==> config.mk <==
export PLATFORM = sky130hd
export DESIGN_NAME = mem_arbiter
export DESIGN_NICKNAME = d
export VERILOG_FILES = /design/src/rtl/mem_defs_pkg.sv /design/src/rtl/mem_arb_pick.sv /design/src/rtl/mem_arbiter.sv
export SDC_FILE = /design/constraint.sdc
export NUM_CORES = 1
export LEC_CHECK = 0
export CORE_MARGIN = 3
export CORE_UTILIZATION = 38
export CTS_BUF_LIST = sky130_fd_sc_hd__clkbuf_8
export CTS_CLUSTER_SIZE = 12
export DETAILED_ROUTE_END_ITERATION = 8
export PLACE_DENSITY = 0.79
export REMOVE_ABC_BUFFERS = 1
export SYNTH_ARGS = -nofsm -noshare
export SYNTH_HDL_FRONTEND = slang
export SYNTH_SLANG_ARGS = --single-unit
==> constraint.sdc <==
create_clock -name clk -period 2.05 [get_ports clk]
set_clock_uncertainty 0.05 [all_clocks]
set_input_delay 0.41 -clock clk [delete_from_list [all_inputs] [get_ports clk]]
set_output_delay 0.41 -clock clk [all_outputs]
set_load 0.02 [all_outputs]
==> src/rtl/mem_defs_pkg.sv <==
// Shared definitions for the memory arbiter slice: size codes, owner and arbiter state encodings.
package mem_defs_pkg;

  localparam int unsigned SZ_W = 2;

  typedef logic [SZ_W-1:0] size_t;

  localparam size_t SZ_NONE = 2'b00;
  localparam size_t SZ_BYTE = 2'b01;
  localparam size_t SZ_HALF = 2'b10;
  localparam size_t SZ_WORD = 2'b11;

  typedef enum logic [1:0] {
    OWN_NONE = 2'b00,
    OWN_IF   = 2'b01,
    OWN_MEM  = 2'b10
  } owner_e;

  typedef enum logic {
    ST_IDLE = 1'b0,
    ST_BUSY = 1'b1
  } arb_state_e;

endpackage

==> src/rtl/mem_arb_pick.sv <==
// Combinational winner select: MEM priority with an IF anti-starvation cap, plus the
// streak value to load if the pick is granted.
module mem_arb_pick #(
  parameter int unsigned MEM_STREAK_MAX = 4,
  parameter int unsigned STREAK_W       = $clog2(MEM_STREAK_MAX + 1)
) (
  input  logic                if_pend,
  input  logic                mem_pend,
  input  logic [STREAK_W-1:0] streak,
  output logic                pick_if_c,
  output logic                pick_mem_c,
  output logic [STREAK_W-1:0] streak_nxt_c
);

  localparam logic [STREAK_W-1:0] STREAK_CAP = STREAK_W'(MEM_STREAK_MAX);

  logic cap_hit;

  assign cap_hit    = if_pend && (streak == STREAK_CAP);
  assign pick_mem_c = mem_pend && !cap_hit;
  assign pick_if_c  = if_pend && !pick_mem_c;

  // Streak counts MEM wins that made a waiting IF wait longer
  always_comb begin
    streak_nxt_c = streak;
    if (pick_mem_c) begin
      if (!if_pend) begin
        streak_nxt_c = '0;
      end else if (streak != STREAK_CAP) begin
        streak_nxt_c = streak + STREAK_W'(1);
      end
    end else if (pick_if_c) begin
      streak_nxt_c = '0;
    end
  end

endmodule

==> src/rtl/mem_arbiter.sv <==
// Arbitrates IF fetches and MEM loads/stores onto the single byte-serial memctrl port,
// holding one granted transaction stable until done and routing the result to its owner.
module mem_arbiter
  import mem_defs_pkg::*;
#(
  parameter int unsigned ADDR_W         = 32,
  parameter int unsigned DATA_W         = 32,
  parameter int unsigned MEM_STREAK_MAX = 4
) (
  input  logic              clk,
  input  logic              rst,
  input  logic              rdy_i,
  input  logic              if_req_i,
  input  logic [ADDR_W-1:0] if_addr_i,
  input  logic              if_flush_i,
  output logic              if_valid_o,
  output logic [DATA_W-1:0] if_data_o,
  input  logic [1:0]        mem_re_i,
  input  logic              mem_rsign_i,
  input  logic [1:0]        mem_we_i,
  input  logic [ADDR_W-1:0] mem_addr_i,
  input  logic [DATA_W-1:0] mem_wdata_i,
  output logic              mem_done_o,
  output logic [DATA_W-1:0] mem_data_o,
  output logic              ctl_if_re_o,
  output logic [ADDR_W-1:0] ctl_if_addr_o,
  output logic [1:0]        ctl_mem_re_o,
  output logic              ctl_mem_rsign_o,
  output logic [1:0]        ctl_mem_we_o,
  output logic [ADDR_W-1:0] ctl_mem_addr_o,
  output logic [DATA_W-1:0] ctl_mem_wdata_o,
  input  logic              ctl_busy_i,
  input  logic [DATA_W-1:0] ctl_data_i,
  input  logic              ctl_done_i
);

  localparam int unsigned STREAK_W = $clog2(MEM_STREAK_MAX + 1);

  arb_state_e          state, state_nxt;
  owner_e              owner, owner_nxt;
  logic [STREAK_W-1:0] streak, streak_nxt, streak_pick;
  logic                discard, discard_nxt;
  logic [ADDR_W-1:0]   req_addr, req_addr_nxt;
  size_t               req_size, req_size_nxt;
  logic                req_store, req_store_nxt;
  logic                req_rsign, req_rsign_nxt;
  logic [DATA_W-1:0]   req_wdata, req_wdata_nxt;
  logic [DATA_W-1:0]   if_data_q, mem_data_q;

  logic mem_pend, if_pend, pick_if, pick_mem;
  logic arb_en, done_en, grant;
  logic ctl_active, ctl_if_sel, ctl_mem_sel;

  assign mem_pend = (mem_re_i != SZ_NONE) || (mem_we_i != SZ_NONE);
  assign if_pend  = if_req_i && !if_flush_i;

  mem_arb_pick #(
    .MEM_STREAK_MAX(MEM_STREAK_MAX),
    .STREAK_W      (STREAK_W)
  ) u_pick (
    .if_pend     (if_pend),
    .mem_pend    (mem_pend),
    .streak      (streak),
    .pick_if_c   (pick_if),
    .pick_mem_c  (pick_mem),
    .streak_nxt_c(streak_pick)
  );

  // Re-arbitrate during the done cycle so the next grant follows back-to-back
  assign arb_en  = rdy_i && ((state == ST_IDLE) || ctl_done_i);
  assign done_en = rdy_i && (state == ST_BUSY) && ctl_done_i;
  assign grant   = arb_en && (pick_if || pick_mem);

  always_ff @(posedge clk or negedge rst) begin
    if (!rst) begin
      state     <= ST_IDLE;
      owner     <= OWN_NONE;
      streak    <= '0;
      discard   <= 1'b0;
      req_addr  <= '0;
      req_size  <= SZ_NONE;
      req_store <= 1'b0;
      req_rsign <= 1'b0;
      req_wdata <= '0;
    end else begin
      state     <= state_nxt;
      owner     <= owner_nxt;
      streak    <= streak_nxt;
      discard   <= discard_nxt;
      req_addr  <= req_addr_nxt;
      req_size  <= req_size_nxt;
      req_store <= req_store_nxt;
      req_rsign <= req_rsign_nxt;
      req_wdata <= req_wdata_nxt;
    end
  end

  always_comb begin
    state_nxt     = state;
    owner_nxt     = owner;
    streak_nxt    = streak;
    discard_nxt   = discard;
    req_addr_nxt  = req_addr;
    req_size_nxt  = req_size;
    req_store_nxt = req_store;
    req_rsign_nxt = req_rsign;
    req_wdata_nxt = req_wdata;
    if (rdy_i) begin
      if ((state == ST_BUSY) && (owner == OWN_IF) && if_flush_i) begin
        discard_nxt = 1'b1;
      end
      if (done_en) begin
        discard_nxt = 1'b0;
        state_nxt   = ST_IDLE;
        owner_nxt   = OWN_NONE;
      end
      // A store wins over a simultaneous load code, matching memctrl
      if (arb_en && pick_mem) begin
        state_nxt     = ST_BUSY;
        owner_nxt     = OWN_MEM;
        streak_nxt    = streak_pick;
        req_addr_nxt  = mem_addr_i;
        req_store_nxt = (mem_we_i != SZ_NONE);
        req_size_nxt  = (mem_we_i != SZ_NONE) ? size_t'(mem_we_i) : size_t'(mem_re_i);
        req_rsign_nxt = mem_rsign_i;
        req_wdata_nxt = mem_wdata_i;
      end else if (arb_en && pick_if) begin
        state_nxt     = ST_BUSY;
        owner_nxt     = OWN_IF;
        streak_nxt    = streak_pick;
        req_addr_nxt  = if_addr_i;
        req_store_nxt = 1'b0;
        req_size_nxt  = SZ_WORD;
        req_rsign_nxt = 1'b0;
        req_wdata_nxt = '0;
      end
    end
  end

  // Completion pulses coincide with memctrl done; data holds between pulses
  assign if_valid_o = done_en && (owner == OWN_IF) && !discard && !if_flush_i;
  assign mem_done_o = done_en && (owner == OWN_MEM);
  assign if_data_o  = if_valid_o ? ctl_data_i : if_data_q;
  assign mem_data_o = mem_done_o ? ctl_data_i : mem_data_q;

  always_ff @(posedge clk or negedge rst) begin
    if (!rst) begin
      if_data_q  <= '0;
      mem_data_q <= '0;
    end else begin
      if (if_valid_o) if_data_q  <= ctl_data_i;
      if (mem_done_o) mem_data_q <= ctl_data_i;
    end
  end

  // Request lines drop in the done cycle so memctrl cannot relaunch the finished access
  assign ctl_active  = (state == ST_BUSY) && !ctl_done_i;
  assign ctl_if_sel  = ctl_active && (owner == OWN_IF);
  assign ctl_mem_sel = ctl_active && (owner == OWN_MEM);

  assign ctl_if_re_o     = ctl_if_sel;
  assign ctl_if_addr_o   = ctl_if_sel ? req_addr : '0;
  assign ctl_mem_re_o    = (ctl_mem_sel && !req_store) ? req_size : SZ_NONE;
  assign ctl_mem_we_o    = (ctl_mem_sel && req_store) ? req_size : SZ_NONE;
  assign ctl_mem_rsign_o = ctl_mem_sel && req_rsign;
  assign ctl_mem_addr_o  = ctl_mem_sel ? req_addr : '0;
  assign ctl_mem_wdata_o = ctl_mem_sel ? req_wdata : '0;

  a_no_grant_while_busy : assert property (@(posedge clk) disable iff (!rst) !(grant && ctl_busy_i));

endmodule
# After elaboration in Yosys (flattened, before gate mapping)
# Index checks and enable logic that the tools add are counted.
# Widths: inputs -> output; s select.
# op_classes
bitwise_logic	1
muxes	31
n_eq_ne	4
reduce_logical	37
n_addsub	1
# op_table
op	n
$mux 32	9
$logic_and 1x1->1	21
$mux 3	6
$mux 2	8
$mux 1	8
$reduce_bool 2->1	4
$logic_not 1->1	6
$reduce_and 2->1	3
$add 3x1->3 const B	1
$eq 3x3->1 const B	1
$ne 3x3->1 const B	1
$reduce_bool 3->1	1
$eq 2x1->1 const B	1
$eq 2x2->1 const B	1
$logic_or 1x1->1	2
$not 1->1	1
# totals
in_bits	140
regBits	139
wordCells	85
out_inout_bits	168

# Longest topological paths before layout
# depth
depth_word	11
mapped_depth	8
depth_no_buf	6

# Modules after synthesis
# A second synthesis with hierarchy kept.
# unflattened
hier_cells	535
hier_area_um2	6359.8
# modules_own_cells
module	seq_area_each_um2	cells_per_inst	instances	area_per_inst_um2
mem_arbiter	3478.3	518	1	6229.7
mem_arb_pick	0.0	17	1	130.1

# Worst setup path after synthesis
# No wires, ideal clock.
# synth_path
path_type	input -> output
from	in ctl_done_i
to	out ctl_mem_wdata_o[21]
path_buffers	3
arrival_time_ns	1.626
path_slack_ns	-0.036
stages	6
required_time_ns	1.590
cell_sequence	nand2b_1 > clkbuf_1 > nor2_1 > clkbuf_1 > clkbuf_1 > and2_1
# synth_via
elab_chain_len	4
# synth_lines
element	line_no	source
start: declaration	mem_arbiter.sv:34	input logic ctl_done_i
$logic_not 1->1	mem_arbiter.sv:157	assign ctl_active = (state == ST_BUSY) && !ctl_done_i;
$logic_and 1x1->1	mem_arbiter.sv:157	
$logic_and 1x1->1	mem_arbiter.sv:159	assign ctl_mem_sel = ctl_active && (owner == OWN_MEM);
$mux 32	mem_arbiter.sv:167	assign ctl_mem_wdata_o = ctl_mem_sel ? req_wdata : '0;
end: declaration	mem_arbiter.sv:31	output logic [DATA_W-1:0] ctl_mem_wdata_o,
# Every way passes these cells.

# Final worst setup path
# layout_path
from	reg owner[1]
to	out if_data_o[30]
# layout_via
elab_chain_len	5
# layout_lines
element	line_no	source
start: declaration	mem_arbiter.sv:40	owner_e owner, owner_nxt;
start signal: assignment	mem_arbiter.sv:87	owner <= owner_nxt;
$eq 2x1->1	mem_arbiter.sv:141	assign if_valid_o = done_en && (owner == OWN_IF) && !discard && !if_flush_i;
$logic_and 1x1->1 (3 in a row)	mem_arbiter.sv:141	
$mux 32	mem_arbiter.sv:143	assign if_data_o = if_valid_o ? ctl_data_i : if_data_q;
end: declaration	mem_arbiter.sv:17	output logic [DATA_W-1:0] if_data_o,
# Every way passes these cells.

==> run summary <==
The flow ran to the end, but the final reports show violations. The checks that failed: negative setup slack. Max-cap violations in this run came to 0. The maximum achievable frequency is 372.0 MHz.

The number of flops mapped to enable cells by yosys works out to 0. The critical path capture point type was a primary output. The run gives 0 as the final count of hold timing violations.

The critical path class was reg -> out. CTS built an H-tree with a depth of 4. The first TritonRoute pass finished after 4 iterations. Of all cell types, the one taking the most synthesized area is dfrtp_1. Dividing total power by cell area gives a power density of 840.9 mW/mm^2. The number of vias per cell was 4.894; the final total negative setup slack was -73.34 ns. Post-synthesis async set-or-reset flop share: 1.000. Critical register-to-register path startpoint: owner[1]$_DFFE_PN0P_. Dividing the detail-routed wire length by the instance count gives 19.67 um. For this run, design rule violations remaining after detail routing come to 0.

The worst path in the final design needs a cycle of 2.688 ns, including I/O delays and setup. The share of Yosys cell area claimed by the top area cell type was 0.5412. At the worst endpoint, the required time is 1.59 ns. TritonCTS built the clock tree. The final cycle utilization of the critical path came out at 1.311.

The first routing iteration left 233 violations. For this design, the sink count on the clock tree is 139. Counting the buffers created by CTS gives 17. Setup slack on the worst reg-to-reg path comes out at 0.04 ns. The signal arrival time at the worst endpoint is 2.23 ns, and the core area is 0.01623 mm^2.

The longest clock path from root to sink contains 2 buffers. Count of cell types in the netlist: 34. The most used flip-flop cell after synthesis is dfrtp_1. The number of antenna violations at the first check in global routing was 0; the final worst hold slack was 0.3833 ns. The clock-pin slew on the worst setup and hold paths is 0.08 ns. The run gives 23820 um as the wire length reported by the detailed router.

The congestion estimate from routability-driven global placement came to 0.8283. In this run the clock root is driven by a clkbuf_8. The critical path ends at if_data_o[30]. The via count of the first global-routing pass is 6228, and the finished layout cell area is 0.01204 mm^2. The ratio of cells with drive above 1 in the final layout works out to 0.4915.

The number of I/O pins was 308; the final core area utilization was 0.7418. The all-layer global routing usage is 0.2540, and the starting density of the core is 0.3960. Prior to clock tree synthesis, the placed netlist has a worst setup slack of -0.9598 ns.

The worst setup path startpoint was owner[1]$_DFFE_PN0P_. The tools report the max-slew violation count as 0. The number of placed instances, taps included, is 1104.

The repair_antennas step left the layout with diodes totalling 0. Logic depth of the worst register-to-register path: 6. The tightest slew margin relative to the limit came out at 0.7658.

The critical path startpoint category was a register. In this run the core area contains 46 standard-cell rows. The slew at the pin with the worst max-slew slack came out at 0.3514 ns. Global routing finished with a remaining overflow of 0. Synthesis produced 583 cells.

Leaving out filler cells and counting taps, the final layout contains 1211. The number of nets still failing antenna checks after routing was 0. VDD sags by at most 0.6196 mV. The chip height was 136.1 um; the die width was 136.1 um. The logs give 0.009962 mm^2 for the placement-stage cell area and 5927 for the vias after detailed routing. The number of input and output port buffers inserted works out to 306.

For the clock latency of the later-clocked register in the worst-skew pair, the log shows 0.43 ns. Compared with the post-synthesis result, the final layout area differs by 87.33%. Entering global routing, the biggest net connects 60 pins. The synthesized flop and latch total was 139.

Highest net fanout along the worst path: 5. Class of the most critical hold timing path: in -> async. For the portion of the post-synthesis area used by sequential elements, the log shows 0.5412.

By area the synthesized netlist is led by dfrtp_1, mux2_2, and2_1. The run gives 0.01851 mm^2 as the die outline area. In this run the static leakage power is 5.945 nW.

For this run, the number of Yosys warnings is 0. In this run the critical register-to-register path is captured at if_data_q[29]$_DFF_PN0_. For the final HPWL from detailed placement, the log shows 14190 um. Setup repair after global routing could not meet its margin everywhere. The run gives 168 as the setup violation total in the final timing report.

A synthesized cell averages 11.02 um^2. The logs give -0.6378 ns for the slack of the critical path and 1124 for the net count reported at finish. The first-pass GRT wire length was 35610 um. The post-synth design cell area was 0.006427 mm^2; the total power consumption of the routed design was 10.12 mW.
## how the worst min path moves through the flow
stage	startpoint	to	slack, ns	cells past startpoint
floorplan	rst	discard$_DFFE_PN0P_	0.06	0
global placement	rst	if_data_q[9]$_DFF_PN0_	0.28	1
detailed placement	rst	if_data_q[9]$_DFF_PN0_	0.28	1
CTS	rst	if_data_q[9]$_DFF_PN0_	0.35	2
global route	rst	if_data_q[9]$_DFF_PN0_	0.36	2
finish	rst	if_data_q[9]$_DFF_PN0_	0.38	2
## power breakdown
group | internal, mW | switching (mW) | total (mW) | leakage [nW]
registers | 3.30 | 0.297 | 3.60 | 1.71
clock network | 1.24 | 1.10 | 2.34 | 0.213
logic | 2.33 | 1.86 | 4.19 | 4.02
## layout by cell type (no fill, tap or decap), drive strengths merged
| cell type | Yosys | routed |
|---|---|---|
| nand3 | 36 | 36 |
| a22o | 1 | 1 |
| clkbuf | 14 | 18 |
| nand4b | 1 | 1 |
| mux2i | 32 | 32 |
| a21oi | 32 | 32 |
| nand4 | 1 | 1 |
| o311a | 1 | 1 |
| o211a | 1 | 1 |
| and3 | 3 | 3 |
| clkinvlp | 0 | 2 |
| clkinv | 0 | 4 |
| clkdlybuf4s50 | 0 | 135 |
| ha | 2 | 2 |
| a31oi | 1 | 1 |
| bufinv | 0 | 3 |
| dfrtp | 139 | 139 |
| nand2 | 71 | 71 |
| or4 | 2 | 2 |
| nor2 | 38 | 38 |
| dlygate4sd3 | 0 | 1 |
| o21ai | 3 | 3 |
| and3b | 2 | 2 |
| buf | 27 | 283 |
| nand2b | 3 | 3 |
| o32a | 2 | 2 |
| a32o | 1 | 1 |
| nor2b | 3 | 3 |
| and2 | 98 | 98 |
| dlygate4sd2 | 0 | 2 |
| mux2 | 65 | 65 |
| o211ai | 1 | 1 |
| inv | 3 | 8 |
## sequential cells by signal (all words and copies together), names as in the netlist
signal / flops
req_wdata: 32
discard: 1
if_data_q: 32
mem_data_q: 32
req_rsign: 1
streak: 3
req_size: 2
state: 1
req_store: 1
req_addr: 32
owner: 2
## timing repair
item                                   4_1_cts  5_1_grt
hold buffers                                 1        0
pin swaps                                   21       11
endpoints found under the hold margin       32        0
setup endpoints to repair                  174      172
gates cloned                                15        0
resized for setup                         1160       73
buffers inserted                            50       25
## worst max-delay path, cell delays in order, from the launching register on
cell	delay, ns
dfrtp_1	0.38
nand2b_4	0.15
or4_4	0.61
buf_12	0.20
mux2_4	0.32
buf_6	0.14
## layout make-up
cell class	count	area, um^2
fillers	1047	4190
well taps	216	270.3
clock inverters	14	170.2
multi-input cells	400	3112
inverters	3	13.76
clock buffers	18	247.7
flip-flops and latches	139	3478
repair buffers	421	4748
## cells by family after synthesis
family          Yosys count  share of synthesized area
fa+ha+maj                 2                   0.003893
simple gates            258                     0.2040
compound gates           43                    0.03932
flops                   139                     0.5412
mux                      97                     0.1678
buf+inv                  44                    0.04380
## cells in the mapped netlist, types with 2 or more instances
cell,n
dfrtp_1,139
and2_1,98
nand2_1,71
mux2_2,58
nor2_1,38
nand3_1,35
a21oi_1,32
mux2i_1,32
clkbuf_1,14
buf_2,13
mux2_4,7
buf_6,6
and3_1,3
buf_4,3
inv_1,3
nand2b_1,3
nor2b_1,3
o21ai_0,3
and3b_1,2
buf_1,2
buf_12,2
ha_1,2
o32a_1,2
or4_1,2
## routing by layer
metal,share of wire,global-route usage,vias to the layer above
li1,-,-,2745
met1,0.37,0.2879,2900
met2,0.54,0.4626,256
met4,0.013,0.06271,0
met3,0.085,0.08105,26
met5,0,0,-
No activity file was read; power rests on OpenSTA's default activity.
